File: src/rtl/one_cold_rr_arbiter_pkg.sv
// Shared types and the rotate-priority search used by the one-cold arbiter
// family (and the planned one-hot variant).
package one_cold_pkg;

    typedef enum logic [1:0] {IDLE, GRANT, GAP} state_t;

    localparam int MAX_WIDTH = 32;
    localparam int IDX_W     = $clog2(MAX_WIDTH);

    typedef logic [IDX_W-1:0] idx_t;

    typedef struct packed {
        logic found;
        idx_t idx;
    } pick_t;

    // First active-low request above ptr (modulo width), skipping excluded bits.
    // An X request bit makes the if-condition unknown, so it is simply passed over.
    function automatic pick_t rr_pick(input logic [MAX_WIDTH-1:0] req_n,
                                      input idx_t                 ptr,
                                      input logic [MAX_WIDTH-1:0] exclude,
                                      input int                   width);
        pick_t res;
        int    cand;
        res.found = 1'b0;
        res.idx   = '0;
        for (int i = 1; i <= MAX_WIDTH; i++) begin
            cand = int'(ptr) + i;
            if (cand >= width) cand = cand - width;
            if (i <= width && !res.found && !req_n[cand[IDX_W-1:0]] && !exclude[cand[IDX_W-1:0]]) begin
                res.found = 1'b1;
                res.idx   = cand[IDX_W-1:0];
            end
        end
        return res;
    endfunction

endpackage

File: src/rtl/one_cold_rr_arbiter_if.sv
// Request/grant bundle between requesters (master) and the arbiter (slave).
interface one_cold_rr_arbiter_if #(
    parameter int WIDTH = 4
);
    logic                     enable;
    logic [WIDTH-1:0]         req_n;
    logic                     done;
    logic [WIDTH-1:0]         grant_n;
    logic                     grant_valid;
    logic [$clog2(WIDTH)-1:0] grant_idx;
    logic [7:0]               hold_cnt;

    modport master (output enable, req_n, done,
                    input  grant_n, grant_valid, grant_idx, hold_cnt);

    modport slave  (input  enable, req_n, done,
                    output grant_n, grant_valid, grant_idx, hold_cnt);
endinterface

File: src/rtl/one_cold_rr_arbiter_pick.sv
// Combinational rotate-priority finder: pads the request/exclude vectors to
// the package maximum and narrows the chosen index back to this width.
module one_cold_rr_pick
    import one_cold_pkg::*;
#(
    parameter int WIDTH = 4
) (
    input  logic [WIDTH-1:0]         req_n,
    input  logic [$clog2(WIDTH)-1:0] ptr,
    input  logic [WIDTH-1:0]         exclude,
    output logic                     found,
    output logic [$clog2(WIDTH)-1:0] idx
);
    localparam int IW = $clog2(WIDTH);

    logic [MAX_WIDTH-1:0] req_ext;
    logic [MAX_WIDTH-1:0] excl_ext;
    pick_t                res;

    always_comb begin
        req_ext                = '1;
        req_ext[WIDTH-1:0]     = req_n;
        excl_ext               = '0;
        excl_ext[WIDTH-1:0]    = exclude;
        res                    = rr_pick(req_ext, idx_t'(ptr), excl_ext, WIDTH);
        found                  = res.found;
        idx                    = IW'(res.idx);
    end
endmodule

File: src/rtl/one_cold_rr_arbiter.sv
// Round-robin arbiter driving an active-low one-cold grant vector; all
// outputs are registered so the vector is only ever all-ones or one-cold.
module one_cold_rr_arbiter
    import one_cold_pkg::*;
#(
    parameter int WIDTH      = 4,
    parameter int MAX_HOLD   = 8,
    parameter int GAP_CYCLES = 1
) (
    input  logic                  clock,
    input  logic                  reset,
    one_cold_rr_arbiter_if.slave  bus
);
    localparam int IW        = $clog2(WIDTH);
    localparam bit HANDOFF   = (GAP_CYCLES == 0);
    // The IDLE cycle is itself the last all-ones cycle, so GAP only covers the rest.
    localparam bit USE_GAP   = (GAP_CYCLES > 1);

    state_t           state;
    logic [IW-1:0]    ptr;
    logic [2:0]       gap_cnt;

    logic             in_grant;
    logic [IW-1:0]    pick_ptr;
    logic [WIDTH-1:0] pick_excl;
    logic             pick_found;
    logic [IW-1:0]    pick_idx;
    logic             keep;

    always_comb begin
        in_grant  = (state == GRANT);
        pick_ptr  = in_grant ? bus.grant_idx : ptr;
        pick_excl = in_grant ? (WIDTH'(1) << bus.grant_idx) : '0;
        keep      = bus.enable && !bus.done && !bus.req_n[bus.grant_idx]
                    && (bus.hold_cnt != 8'(MAX_HOLD));
    end

    one_cold_rr_pick #(.WIDTH(WIDTH)) u_pick (
        .req_n   (bus.req_n),
        .ptr     (pick_ptr),
        .exclude (pick_excl),
        .found   (pick_found),
        .idx     (pick_idx)
    );

    // NOTE: sequential state uses non-blocking assignments so every register
    // in this block samples the pre-edge values of the others.
    always_ff @(posedge clock or posedge reset) begin
        if (reset) begin
            state           <= IDLE;
            ptr             <= IW'(WIDTH - 1);
            gap_cnt         <= '0;
            bus.grant_n     <= '1;
            bus.grant_valid <= 1'b0;
            bus.grant_idx   <= '0;
            bus.hold_cnt    <= '0;
        end else begin
            case (state)
                IDLE: begin
                    bus.hold_cnt <= '0;
                    if (bus.enable && pick_found) begin
                        state           <= GRANT;
                        bus.grant_n     <= ~(WIDTH'(1) << pick_idx);
                        bus.grant_valid <= 1'b1;
                        bus.grant_idx   <= pick_idx;
                        bus.hold_cnt    <= 8'd1;
                    end
                end
                GRANT: begin
                    if (keep) begin
                        if (bus.hold_cnt != 8'hFF) bus.hold_cnt <= bus.hold_cnt + 8'd1;
                    end else begin
                        ptr <= bus.grant_idx;
                        if (HANDOFF && bus.enable && pick_found) begin
                            bus.grant_n   <= ~(WIDTH'(1) << pick_idx);
                            bus.grant_idx <= pick_idx;
                            bus.hold_cnt  <= 8'd1;
                        end else begin
                            bus.grant_n     <= '1;
                            bus.grant_valid <= 1'b0;
                            bus.hold_cnt    <= '0;
                            if (USE_GAP) begin
                                state   <= GAP;
                                gap_cnt <= 3'd1;
                            end else begin
                                state   <= IDLE;
                            end
                        end
                    end
                end
                GAP: begin
                    bus.hold_cnt <= '0;
                    if (gap_cnt >= 3'(GAP_CYCLES - 1)) state <= IDLE;
                    else                               gap_cnt <= gap_cnt + 3'd1;
                end
                default: state <= IDLE;
            endcase
        end
    end
endmodule

File: src/flat_wrapper.sv
// flat-port wrapper written by rule: the top's interface ports become plain ports
module one_cold_rr_arbiter_flat import one_cold_pkg::*;
#(
    parameter int WIDTH      = 4,
    parameter int MAX_HOLD   = 8,
    parameter int GAP_CYCLES = 1
)
  (clock, reset, bus_enable, bus_req_n, bus_done, bus_grant_n, bus_grant_valid, bus_grant_idx, bus_hold_cnt);
  one_cold_rr_arbiter_if #(.WIDTH(WIDTH)) bus_i ();
  input  logic clock;
  input  logic reset;
  input wire logic [$bits(bus_i.enable)-1:0] bus_enable;
  input wire logic [$bits(bus_i.req_n)-1:0] bus_req_n;
  input wire logic [$bits(bus_i.done)-1:0] bus_done;
  output wire logic [$bits(bus_i.grant_n)-1:0] bus_grant_n;
  output wire logic [$bits(bus_i.grant_valid)-1:0] bus_grant_valid;
  output wire logic [$bits(bus_i.grant_idx)-1:0] bus_grant_idx;
  output wire logic [$bits(bus_i.hold_cnt)-1:0] bus_hold_cnt;
  assign bus_i.enable = bus_enable;
  assign bus_i.req_n = bus_req_n;
  assign bus_i.done = bus_done;
  assign bus_grant_n = bus_i.grant_n;
  assign bus_grant_valid = bus_i.grant_valid;
  assign bus_grant_idx = bus_i.grant_idx;
  assign bus_hold_cnt = bus_i.hold_cnt;
  one_cold_rr_arbiter #(.WIDTH(WIDTH), .MAX_HOLD(MAX_HOLD), .GAP_CYCLES(GAP_CYCLES)) u_core (.clock(clock), .reset(reset), .bus(bus_i));
endmodule
File: config.mk
export PLATFORM = sky130hd
export DESIGN_NAME = one_cold_rr_arbiter_flat
export DESIGN_NICKNAME = d
export VERILOG_FILES = /design/src/rtl/one_cold_rr_arbiter_pkg.sv /design/src/rtl/one_cold_rr_arbiter_if.sv /design/src/rtl/one_cold_rr_arbiter_pick.sv /design/src/rtl/one_cold_rr_arbiter.sv /design/src/flat_wrapper.sv
export SDC_FILE = /design/constraint.sdc
export NUM_CORES = 1
export LEC_CHECK = 0
export CAP_MARGIN = 25
export CORE_MARGIN = 3
export CORE_UTILIZATION = 55
export DETAILED_ROUTE_END_ITERATION = 10
export PLACE_DENSITY = 0.84
export RECOVER_POWER = 25
export SETUP_SLACK_MARGIN = 0.1
export SYNTH_ARGS = -nofsm -noshare
export SYNTH_HDL_FRONTEND = slang
export SYNTH_SLANG_ARGS = --single-unit
File: constraint.sdc
create_clock -name clock -period 4.1 [get_ports clock]
set_clock_uncertainty 0.15 [all_clocks]
set_input_delay 0.82 -clock clock [delete_from_list [all_inputs] [get_ports clock]]
set_output_delay 0.82 -clock clock [all_outputs]
set_load 0.02 [all_outputs]
==> results summary, run 1 <==
The final wirelength came out at 2870 um. The worst supply voltage drop on vdd came out at 0.000526 V. Summed over all nets, the half-perimeter wirelength after detailed placement is 2200 um. The sequential-to-total area share from yosys stat is 0.351. Setup repair after global routing left no endpoint under its margin. The net total in the final layout is 167. The layout overhead on the synthesized area is 20.6%. The cell sitting at the root of the clock tree is a clkbuf_4. The max-cap violation count came out at 0. In the synthesized netlist the async set-or-reset flop fraction comes to 1.00. The post-detailed-route via-to-cell ratio is 6.40.

The buffer count from post-CTS setup fixing came out at 0. The overall die area is 2850 sq um. The global route total overflow came out at 0. The number of max-slew violations in the final report was 0. The count of unique library cells instantiated by Yosys came out at 46. The simple-gate share of the synthesized area is 0.234. The most used flip-flop cell after synthesis is dfrtp_1.

The analysis attributes to cell leakage a power of 0.592 nW. The number of core rows is 16. The area of the mapped netlist is 1230 sq um.

The routability-driven placement congestion ratio came out at 0.914. For this run, the number of standard cells in the final layout without fillers is 181. The count of final hold-check violations was 0. The startpoint type of the worst setup path is a flop. For this configuration, the core starts out at a cell density of 0.605. Counting flops and latches in the post-synthesis netlist gives 17. The post-synthesis net count came out at 145. After clock tree synthesis, the flow added hold-fix buffers numbering 0.

The adder-cell share of the synthesized area came out at 0.0405. After synthesis, the share of cell area in mux cells is 0.129. The number of global-route vias before repair is 1,078. Of the total synthesized cell area, the portion taken by XOR and XNOR cells is 0.0142. The floorplan step set the die height to 53.4 um. The required time reported for the critical path endpoint came out at 4.09 ns. The number of I/O pins came out at 23.

The total of buffers placed on input and output ports came out at 22. The first-pass iteration count of the detailed router came out at 4. The flow ran to the end, and the final reports show no timing, DRC or antenna violations.

The slew of the pin with the lowest slew margin came out at 0.624 ns. The fraction of layout instances using a drive strength above 1 came out at 0.123. The remaining routing DRC violations is 0.

The initial antenna violation count came out at 0. The power density over cell area came out at 747 nW/um^2. The worst-skew pair later-pin latency came out at 0.29 ns. The number of instances resized during post-cts repair is 0. The tightest slew margin relative to the limit came out at 0.583. The maximum buffer depth of the clock tree is 2. The final cell utilization of the core came out at 0.729.

In this run the number of H-tree levels came out at 1. The compound-gate portion of the synthesized area is 0.190. After synthesis, the most frequently instantiated cells are 12 x nand2_1, 12 x nor2_1, 11 x dfrtp_1, 11 x o21ai_0, 8 x nand3_1. The residual antenna-violating net count after detailed routing is 0. After clock tree synthesis, the clock-pin slew on the worst setup and hold paths is 0.10 ns. By area, the combinational part of the netlist is dominated by simple AND/OR/NAND/NOR gates.

The floorplan core area is 2040 sq um. The fraction of the cycle the final worst path needs came out at 0.786. The largest total area in the synthesized netlist belongs to dfrtp_1. The setup total negative slack is 0 ns. Across every metal layer, demand over resource in global routing totals 0.241. STA classifies the critical path endpoint as a flop.

In this run the worst path has a maximum fanout of 11. The total via count after detailed routing came out at 1,158. The kind of critical path is reg -> reg.

The first-pass GRT wire length came out at 5020 um. The first-iteration detailed-routing DRC count is 40. The share of the synthesized area in the top cell type is 0.223. Including well taps, the total number of placed cells is 177.

TritonCTS built the clock tree. The number of fill cells came out at 167. TritonCTS created 3 clock buffers. The count of yosys warnings during synthesis is 0. The number of sinks on the clock net came out at 17. Based on the critical path, the design can be clocked at up to 310 MHz. The count of endpoints failing setup in the final report came out at 0. Entering global routing, the biggest net connects 18 pins.

The clock period minus worst slack is 3.22 ns. 0 antenna diodes ended up in the layout. The min-delay analysis places its worst path in the category reg -> reg.

A synthesized cell averages 9.29 sq um. The number of enable-type register cells in the synthesized netlist came out at 0. The post-synthesis cell count is 133.

Dividing the detail-routed wire length by the instance count gives 15.9 um. After synthesis, the cell types taking the most area are dfrtp_1 22%, dfstp_2 13%, o21ai_0 4.5%. The data arrival time at the worst-slack endpoint came out at 3.21 ns. Measured along the x axis, the die boundary spans 53.4 um.
==> cell type report <==
class	instances	area (sq um)	area share
Sequential cell	17	433	0.291
Multi-Input combinational cell	106	751	0.504
Inverter	5	23.8	0.0160
Tap cell	27	33.8	0.0227
Clock buffer	3	22.5	0.0151
Clock inverter	1	5.00	0.00336
Timing Repair Buffer	22	220	0.148
==> worst max-delay path, cell delays in order, from the launching register on <==
cell      delay (ns)
dfrtp_1         0.56
nand2b_1        0.20
a21boi_1        0.41
ha_1            0.45
mux4_1          0.28
a21oi_1         0.07
o211a_1         0.24
o32ai_1         0.53
o21ai_0         0.18
==> through the flow <==
step | hold WS (ns) | total power (W) | area (sq um) | setup WS [ns]
6_report | 0.422 | 0.00111 | 1490 | 0.878
2_1_floorplan | 0.449 | 0.000830 | 1230 | 1.28
4_1_cts | 0.425 | 0.00111 | 1490 | 0.864
3_5_place_dp | 0.407 | 0.00102 | 1460 | 0.890
5_1_grt | 0.446 | 0.00120 | 1490 | 0.648
3_3_place_gp | 0.407 | 0.000982 | 1460 | 1.06
==> cell usage in the layout (no fill, tap or decap), drive strengths merged, types with 4 or more instances in the layout <==
| cell | Yosys | routed |
|---|---|---|
| clkdlybuf4s50 | 0 | 21 |
| nor2 | 12 | 12 |
| nand2 | 12 | 12 |
| o21ai | 11 | 11 |
| dfrtp | 11 | 11 |
| nand3 | 8 | 8 |
| a21oi | 6 | 6 |
| dfstp | 6 | 6 |
| inv | 5 | 5 |
| mux2 | 4 | 4 |
| ha | 4 | 4 |
==> final timing paths <==
| kind | startpoint | cells past startpoint | endpoint | slack, ns |
|---|---|---|---|---|
| min in group asynchronous | reset | 2 | u_core.bus.hold_cnt[2] | 0.87 |
| max in group asynchronous | reset | 2 | u_core.bus.grant_idx[0] | 2.53 |
| worst max register to register | u_core.bus.grant_valid | 8 | u_core.bus.grant_idx[1] | 0.88 |
| worst min register to register | u_core.bus.grant_n[2] | 1 | u_core.bus.grant_n[2] | 0.42 |
| worst max-delay path | u_core.bus.grant_valid | 8 | u_core.bus.grant_idx[1] | 0.88 |
| worst min-delay path | u_core.bus.grant_n[2] | 1 | u_core.bus.grant_n[2] | 0.42 |
==> layer usage <==
layer	GRT usage	routed length, um
met5	0	0
met4	0.0851	38
met3	0.0479	127
met2	0.369	1340
met1	0.333	1360
==> where the power goes <==
part | internal, W | switching, W | total, W
combinational | 0.000326 | 0.000408 | 0.000734
clock | 0.0000363 | 0.0000520 | 0.0000883
sequential | 0.000225 | 0.0000642 | 0.000289
total | 0.000587 | 0.000524 | 0.00111
==> logic make-up (layout without fill, tap and decap cells) <==
| kind of cell | count (synthesis) | in the layout |
|---|---|---|
| buffers and inverters | 10 | 31 |
| xor gates and xnor gates | 2 | 2 |
| adders and majority gates | 4 | 4 |
| and+or+nand+nor | 55 | 55 |
| muxes | 10 | 10 |
| AOI/OAI and AO/OA | 35 | 35 |
| DFF | 17 | 17 |
==> sequential cells by signal, indices dropped and copies added (netlist names) <==
| name | count |
|---|---|
| u_core.bus.hold_cnt | 8 |
| u_core.ptr | 2 |
| u_core.bus.grant_n | 4 |
| u_core.bus.grant_valid | 1 |
| u_core.bus.grant_idx | 2 |
(Power assumes the default switching activity.)
==> run 2: changes to the inputs <==
Settings changed: CORE_UTILIZATION 55 to 46, PLACE_DENSITY 0.84 to 0.75.
Clock period 4.1 ns to 2.65 ns, I/O delays scaled along.
==> results summary, run 2 (synthesis results as in run 1) <==
The worst register-to-register path begins at u_core.ptr[1]. The pin count of the biggest net entering global routing is 18. The overall routing resource usage came out at 0.198. After floorplanning, the core was sized to cover 2520 sq um. The die covers 3340 sq um. The initial utilization of the core area, before any placement, comes to 0.490. The kind of critical path is reg -> reg. The internal power contribution came out at 0.00115 W. For the worst setup path, the data arrival time is 2.61 ns. The cell depth of the worst flop-to-flop path is 9. Counting I/O delays and the setup requirement, the final critical path takes 2.52 ns. The max-cap violation count is 0. Leaving out fill and tap cells, the most frequent cells in the layout are 21 x clkdlybuf4s50_1, 17 x buf_4, 12 x nor2_1, 12 x nand2_1, 10 x dfrtp_1. For the final routed database, the setup TNS stands at 0 ns. The count of final hold-check violations came out at 0. The number of global-route vias before repair was 1,131. The highest net fanout along the worst path came out at 8. The most common library cell in the layout ignoring fill and taps is clkdlybuf4s50_1. The residual antenna-violating net count after detailed routing came out at 0.

The worst setup path is captured at a flop. The most critical setup path has its startpoint at u_core.ptr[1]. The placed wire-length estimate after detailed placement came out at 2420 um. VDD sags by at most 0.000953 V.

The fraction of the cycle the final worst path needs is 0.949. The flip-flop count of the largest register, all copies and words added is 8. The vertical die dimension came out at 57.8 um. The antenna cell count is 0. The slew of the pin with the lowest slew margin came out at 0.637 ns.

The startpoint identified for the worst hold timing path is u_core.bus.grant_n[2]. The final critical-path setup slack came out at 0.134 ns. Timing analysis after detailed placement gives a worst setup slack of -0.0210 ns. The count of H-tree levels built during CTS came out at 1. The global route total overflow came out at 0. Dividing the detail-routed wire length by the instance count gives 16.3 um.

The number of core rows came out at 18. Routability-driven placement finished with a final weighted congestion of 0.905. The tree is rooted in a clkbuf_4. The upper clock frequency limit is 397 MHz. Setup violations remaining at the end of the flow were counted as 0. The fraction of layout instances using a drive strength above 1 came out at 0.292. The net switching component of the power came out at 0.000938 W. The total via count after detailed routing came out at 1,210. The worst hold path terminates at u_core.bus.grant_n[2].

Of the total power, the share spent switching nets is 0.450. The number of max-slew violations in the final report came out at 0. The first global-routing pass estimated 5180 um of wire. The tightest min-delay check is of the reg -> reg type. The first-iteration detailed-routing DRC count is 53. The startpoint type of the worst setup path is a flop. Counting every sink on the clock net gives 17. For the worst-skew pair, the clock arrives at the later sink with an insertion delay of 0.31 ns. The clock slew at the register clock pins of the worst setup and hold paths came out at 0.10 ns. u_core.bus.hold_cnt holds more flip-flops than any other register.

Of the total power, the clock network draws 0.068. The total of buffers placed on input and output ports is 22. TritonCTS built the clock tree. The final layout contains 184 nets. The total clock buffers created by CTS is 3. The first-pass iteration count of the detailed router is 4.

The endpoint identified for the worst register-to-register timing path is u_core.bus.grant_n[1]. The worst-case register-to-register setup slack came out at 0.13 ns. The required time reported for the critical path endpoint came out at 2.74 ns. The initial antenna violation count is 0. The run finished with clean final reports. After detailed routing, the total wire length is 3270 um.

The largest registers in the layout are u_core.bus.hold_cnt: 8 flops, u_core.bus.grant_n: 4 flops. The maximum buffer depth of the clock tree is 2. The number of cells on the worst hold path is 1. The number of buffers inserted by hold repair at cts is 0. The tightest slew margin relative to the limit came out at 0.575. In this run the horizontal extent of the chip is 57.8 um. The fraction of power consumed by combinational cells is 0.732. The share of total power dissipated in sequential elements is 0.200. For this design the ratio of total power to cell area is 1220 nW/um^2. The number of I/O pins came out at 23.

The layout overhead on the synthesized area is 38.0%. Setup repair after global routing could not meet its margin everywhere. The post-detailed-route via-to-cell ratio came out at 6.02. The remaining routing DRC violations came out at 0.

The analysis attributes to cell leakage a power of 0.687 nW.
[run 2: power by group through the flow]
| stage | Combinational [W] | Clock (W) | Sequential, W |
|---|---|---|---|
| 2_1_floorplan | 0.000892 | 0 | 0.000478 |
| 3_3_place_gp | 0.00134 | 0 | 0.000416 |
| 3_5_place_dp | 0.00137 | 0 | 0.000418 |
| 4_1_cts | 0.00138 | 0.000150 | 0.000414 |
| 5_1_grt | 0.00164 | 0.000158 | 0.000427 |
| 6_report | 0.00153 | 0.000142 | 0.000417 |
[run 2: what timing repair did]
item                                    CTS  global route
pin swaps                                 2             2
resized for setup                         0            13
hold endpoints to repair                  0             0
endpoints found under the setup margin    5             7
buffers inserted                          0             0
[run 2: final cells by class]
type	instances	area (sq um)
multi-input combinational	106	833
fill	213	818
sequential	17	434
timing repair buffer	39	348
tap	30	37.5
inverter	5	23.8
clock buffer	3	22.5
clock inverter	1	5.00
[run 2: layer usage]
layer | routed length (um) | GRT usage
met5 | 0 | 0
met2 | 1510 | 0.303
met3 | 213 | 0.0512
met1 | 1510 | 0.275
met4 | 47 | 0.0596
[run 2: how the worst max path moves through the flow]
stage | to | slack [ns] | cells past startpoint
3_3_place_gp | u_core.ptr[0] | 0.03 | 5
2_1_floorplan | u_core.bus.grant_n[1] | 0.02 | 9
3_5_place_dp | u_core.ptr[1] | -0.02 | 5
4_1_cts | u_core.bus.grant_n[2] | 0.09 | 8
5_1_grt | u_core.bus.grant_n[1] | 0.04 | 9
6_report | u_core.bus.grant_n[1] | 0.13 | 9
[run 2: worst max-delay path, stage by stage, from the launching register on]
cell      delay, ns
dfstp_2        0.58
nand2b_1       0.10
a21boi_4       0.17
ha_4           0.28
and3b_1        0.28
o21ai_2        0.08
a21oi_1        0.25
a31oi_4        0.07
o32a_1         0.21
o31a_1         0.29
[run 2: stage by stage]
step                hold WS (ns)  power [W]  utilization  instance area (sq um)  instances
floorplan                  0.302    0.00137            -                   1260        133
global placement           0.425    0.00175        0.639                   1610        197
detailed placement         0.408    0.00179        0.639                   1610        197
CTS                        0.432    0.00194        0.650                   1640        201
global route               0.444    0.00223        0.676                   1700        201
finish                     0.429    0.00209        0.676                   1700        201
